[config.mk]
export PLATFORM = sky130hd
export DESIGN_NAME = scr1_mem_port_arb
export DESIGN_NICKNAME = d
export VERILOG_FILES = /design/src/rtl/scr1_mem_port_arb.sv
export SDC_FILE = /design/constraint.sdc
export NUM_CORES = 1
export LEC_CHECK = 0
export CAP_MARGIN = 20
export CELL_PAD_IN_SITES_DETAIL_PLACEMENT = 1
export CELL_PAD_IN_SITES_GLOBAL_PLACEMENT = 1
export CORE_UTILIZATION = 13
export CTS_CLUSTER_DIAMETER = 60
export DETAILED_ROUTE_END_ITERATION = 10
export PLACE_DENSITY_LB_ADDON = 0.1
export SYNTH_ARGS = -nofsm -noshare
export SYNTH_HDL_FRONTEND = slang
export SYNTH_SLANG_ARGS = --single-unit
[constraint.sdc]
create_clock -name clk -period 1.7 [get_ports clk]
set_input_delay 0.17 -clock clk [delete_from_list [all_inputs] [get_ports clk]]
set_output_delay 0.17 -clock clk [all_outputs]
set_load 0.03 [all_outputs]
[src/rtl/scr1_mem_port_arb.sv]
// rtl/scr1_mem_port_arb.sv - round-robin imem/dmem arbiter onto one memif target port
// Requests are locked until acked; in-order owner queue routes responses back.
module scr1_mem_port_arb #(
   parameter int AWIDTH      = 32,
   parameter int DWIDTH      = 32,
   parameter int OUTST_DEPTH = 2
) (
   input  logic              clk,
   input  logic              rst,
   input  logic              imem_req,
   input  logic [AWIDTH-1:0] imem_addr,
   output logic              imem_req_ack,
   output logic [DWIDTH-1:0] imem_rdata,
   output logic [1:0]        imem_resp,
   input  logic              dmem_req,
   input  logic              dmem_cmd,
   input  logic [1:0]        dmem_width,
   input  logic [AWIDTH-1:0] dmem_addr,
   input  logic [DWIDTH-1:0] dmem_wdata,
   output logic              dmem_req_ack,
   output logic [DWIDTH-1:0] dmem_rdata,
   output logic [1:0]        dmem_resp,
   output logic              tgt_req,
   output logic              tgt_cmd,
   output logic [1:0]        tgt_width,
   output logic [AWIDTH-1:0] tgt_addr,
   output logic [DWIDTH-1:0] tgt_wdata,
   input  logic              tgt_req_ack,
   input  logic [DWIDTH-1:0] tgt_rdata,
   input  logic [1:0]        tgt_resp
);

   localparam int CNT_W = $clog2(OUTST_DEPTH + 1);
   localparam int PTR_W = (OUTST_DEPTH > 1) ? $clog2(OUTST_DEPTH) : 1;

   localparam logic [1:0] RESP_NOTRDY = 2'd0;
   localparam logic       CMD_RD      = 1'b0;
   localparam logic [1:0] WIDTH_WORD  = 2'd2;

   typedef enum logic {
      OWN_IMEM = 1'b0,
      OWN_DMEM = 1'b1
   } owner_e;

   owner_e           last_q;
   owner_e           lock_owner_q;
   logic             lock_vld_q;
   owner_e           sel;
   owner_e           head_owner;
   owner_e           owner_mem [OUTST_DEPTH];
   logic [PTR_W-1:0] wr_ptr_q;
   logic [PTR_W-1:0] rd_ptr_q;
   logic [CNT_W-1:0] count_q;
   logic             any_req;
   logic             q_full;
   logic             q_empty;
   logic             push;
   logic             pop;

   function automatic logic [PTR_W-1:0] ptr_inc(input logic [PTR_W-1:0] p);
      return (p == PTR_W'(OUTST_DEPTH - 1)) ? '0 : p + PTR_W'(1);
   endfunction

   // A locked owner keeps the grant so the target sees a stable request until ack.
   always_comb begin
      sel = OWN_IMEM;
      if (lock_vld_q) begin
         sel = lock_owner_q;
      end else if (imem_req && !dmem_req) begin
         sel = OWN_IMEM;
      end else if (dmem_req && !imem_req) begin
         sel = OWN_DMEM;
      end else if (imem_req && dmem_req) begin
         sel = (last_q == OWN_IMEM) ? OWN_DMEM : OWN_IMEM;
      end
   end

   assign any_req = imem_req | dmem_req;
   assign q_full  = (count_q == CNT_W'(OUTST_DEPTH));
   assign q_empty = (count_q == '0);
   assign tgt_req = any_req && !q_full;
   assign push    = tgt_req && tgt_req_ack;

   assign imem_req_ack = push && (sel == OWN_IMEM);
   assign dmem_req_ack = push && (sel == OWN_DMEM);

   // Fields are zeroed whenever no request is offered, so an idle port reads all-zero.
   always_comb begin
      tgt_cmd   = 1'b0;
      tgt_width = 2'd0;
      tgt_addr  = '0;
      tgt_wdata = '0;
      if (tgt_req) begin
         if (sel == OWN_DMEM) begin
            tgt_cmd   = dmem_cmd;
            tgt_width = dmem_width;
            tgt_addr  = dmem_addr;
            tgt_wdata = dmem_wdata;
         end else begin
            tgt_cmd   = CMD_RD;
            tgt_width = WIDTH_WORD;
            tgt_addr  = imem_addr;
            tgt_wdata = '0;
         end
      end
   end

   // Responses arriving with nothing outstanding are dropped rather than routed.
   assign head_owner = owner_mem[rd_ptr_q];
   assign pop        = (tgt_resp != RESP_NOTRDY) && !q_empty;

   always_comb begin
      imem_resp  = RESP_NOTRDY;
      imem_rdata = '0;
      dmem_resp  = RESP_NOTRDY;
      dmem_rdata = '0;
      if (pop) begin
         if (head_owner == OWN_DMEM) begin
            dmem_resp  = tgt_resp;
            dmem_rdata = tgt_rdata;
         end else begin
            imem_resp  = tgt_resp;
            imem_rdata = tgt_rdata;
         end
      end
   end

   always_ff @(posedge clk) begin
      if (rst) begin
         count_q      <= '0;
         wr_ptr_q     <= '0;
         rd_ptr_q     <= '0;
         lock_vld_q   <= 1'b0;
         lock_owner_q <= OWN_IMEM;
         last_q       <= OWN_IMEM;
      end else begin
         if (push) begin
            last_q     <= sel;
            lock_vld_q <= 1'b0;
            wr_ptr_q   <= ptr_inc(wr_ptr_q);
         end else if (tgt_req) begin
            lock_vld_q   <= 1'b1;
            lock_owner_q <= sel;
         end
         if (pop) begin
            rd_ptr_q <= ptr_inc(rd_ptr_q);
         end
         count_q <= count_q + CNT_W'(push) - CNT_W'(pop);
      end
   end

   always_ff @(posedge clk) begin
      if (push) begin
         owner_mem[wr_ptr_q] <= sel;
      end
   end

endmodule

==> impl_results.md <==
* Synth Warn # at 0
* Max-slew headroom at 0.725
* Setup TNS at -3.80 ns
* Top post-synthesis cells by area: and2_1 20%, mux2i_1 17%, nand3_1 16%, and3_1 11%, dfxtp_1 8.0%
* Vias in the first global route at 3467
* Clock Pin Slew Worst Setup and Hold Paths at 0.04 ns
* Period Utilization, post-route at 1.05
* DR vias at 3337
* EDFF count, synth at 2
* Rows at 44
* Hold path startpoint: rd_ptr_q
* Placeable Area at 14800 um2
* Reg-to-Reg Start: count_q[1]
* CTS tree: built
* Post-synthesis async set-or-reset flop share at 0
* Failing checks: negative setup slack
* Seq/Total Area, Yosys at 0.110
* Total gr overflow at 0
* Final wirelength at 13100 um
* Die Ht at 126 um
* Pre-CTS WS at -0.498 ns
* Pwr dens at 1110 nW/um2
* HPWL Detailed at 8790 um
* CP Max Fanout at 5
* CTS root buf: clkbuf_16
* Req. time, crit path at 1.53 ns
* CTS Buffer Depth at 2
* Max cap viols at 0
* CP arrival at 1.61 ns
* Critical Path Start: owner_mem[0]
* Final Max Tran Viols at 0
* Wirelength per Cell at 16.9 um
* Final cell count without fillers at 776
* Setup CP Type: flop to output port
* Worst-Margin Slew at 0.412 ns
* #FFs+latches synth at 10
* Largest net degree at the start of global routing at 43
* Clock Sinks at 10
* Placer congestion estimate at 0.717
* Syn Inst Count at 281
* Clock latency on the worst-skew pair at 0.24 ns
* Syn nets at 420
* Crit start category: flop
* # DRC at 0
* Global-route wire length before repair at 18700 um
* Die width at 126 um
* Mapped Avg Cell Area at 7.12 um2
* Unrepaired setup endpoints after global routing: yes
* Die area at 15900 um2
* Mapped Area at 2000 um2
* Class of the worst hold path: flop to flop
* Nets at 731
* Synth Flop Type: dfxtp_1
* P_leak at 2.96 nW
* Outcome: finished, violations left
* Final Setup Violations at 92
* DRT antenna net count at 0
* Number of buffers added on ports at 275
* Final min period at 1.78 ns
* Setup ws final at -0.0790 ns
* Yosys top cell by area: and2_1
* DP Cell Count at 734
* Count leader, synth: nand3_1
* Fin area at 6380 um2
* Num ports at 276
* Clock skew at 0.00612 ns
* Top-area cell type share of the netlist area at 0.200
* DR iter-0 viols at 55
* CTS Buf Count at 3
* First-pass iteration count of the detailed router at 6
* Initial Util at 0.136
* Layout cells sized above 1 at 0.579
* P&R area growth vs syn at 219%
* Commonest cells post-synth: 65 x nand3_1, 64 x and2_1, 35 x and3_1
* VDD IR max at 0.487 mV
* Final number of hold-violating endpoints at 0
* Synth cell types at 34
* H-tree depth at 1
* GRT Util Overall at 0.148
* Cell area after placement at 4820 um2
* Setup crit end kind: output port
* Antenna violations before repair at 1
* Vias per inst at 4.30
* Fmax at 562 MHz
* Flop2flop setup slack at 0.03 ns
[area by class of cell]
class                      instances  area, um2
antenna                            1       2.50
inverter                           3       16.3
multi-input combinational        238       2090
clock buffer                       4       78.8
timing repair buffer             336       3730
sequential                        10        234
tap                              184        230
fill                            1660       8370
[registers in the layout (all words and copies together), names as in the netlist, named ones only]
signal        flops
count_q           2
rd_ptr_q          1
wr_ptr_q          1
lock_owner_q      1
last_q            1
owner_mem         2
lock_vld_q        1
[per-layer routing]
layer / global-route usage / wire length, um / vias up / share of wire
met3: 0.0399 / 971 / 10 / 0.074
met4: 0.0269 / 131 / 0 / 0.010
met5: 0 / 0 / - / 0
li1: - / - / 1604 / -
met2: 0.295 / 7280 / 160 / 0.55
met1: 0.153 / 4770 / 1563 / 0.36
[power breakdown]
part / switching [mW] / total (mW) / leakage [nW] / internal, mW
Clock: 0.114 / 0.429 / 0.0382 / 0.315
Combinational: 3.01 / 6.26 / 2.83 / 3.24
Sequential: 0.0617 / 0.385 / 0.0875 / 0.324
[final timing paths]
kind	end	depth (start not counted)
max reg2reg	count_q[1]	8
max	imem_rdata[7]	5
min reg2reg	flop	2
min	flop	2
[kinds of logic after synthesis]
family                   after synthesis  share of synthesized area
AO/OA/AOI/OAI                         12                     0.0569
adder cells (fa/ha/maj)                1                    0.00626
XOR/XNOR                               2                    0.00876
multiplexers                          36                      0.181
flip-flops                            10                      0.110
buffers and inverters                 35                      0.111
AND/OR/NAND/NOR                      185                      0.526
[worst max-delay path: stages, from the launching register on]
cell,delay (ns)
edfxtp_1,0.41
mux2_4,0.34
nor2_4,0.18
clkbuf_16,0.18
and2_4,0.13
buf_6,0.12
[cell usage in the layout, fill, tap and decap left out, drive strengths merged]
master and n:
diode 1, buf 194, inv 3, nor2b 3
edfxtp 2, mux2i 34, nand2b 2, a31o 1
or2 1, clkdlybuf4s50 133, and2 65, a31oi 3
nor2 14, mux2 2, o211a 1, nand2 2
nand3 65, a22oi 1, o21ai 2, clkbuf 9
o21a 1, a311oi 2, ha 1, dfxtp 8
and3 35, xor2 2, o22ai 1, dlygate4sd2 4
[what timing repair did]
action | CTS | global route
pin swaps | 12 | 46
resized for setup | 168 | 103
buffers inserted | 16 | 9
setup endpoints to repair | 134 | 130
hold buffers | 0 | 0
gates cloned | 8 | 5
[through the flow]
step | total power [mW] | utilization | hold slack [ns]
floorplan | 2.96 | - | 0.238
global placement | 4.72 | 0.327 | 0.484
CTS | 6.41 | 0.395 | 0.510
finish | 7.07 | 0.433 | 0.515
global route | 7.43 | 0.433 | 0.538
detailed placement | 4.76 | 0.327 | 0.499
No activity file was read; power rests on OpenSTA's default activity.
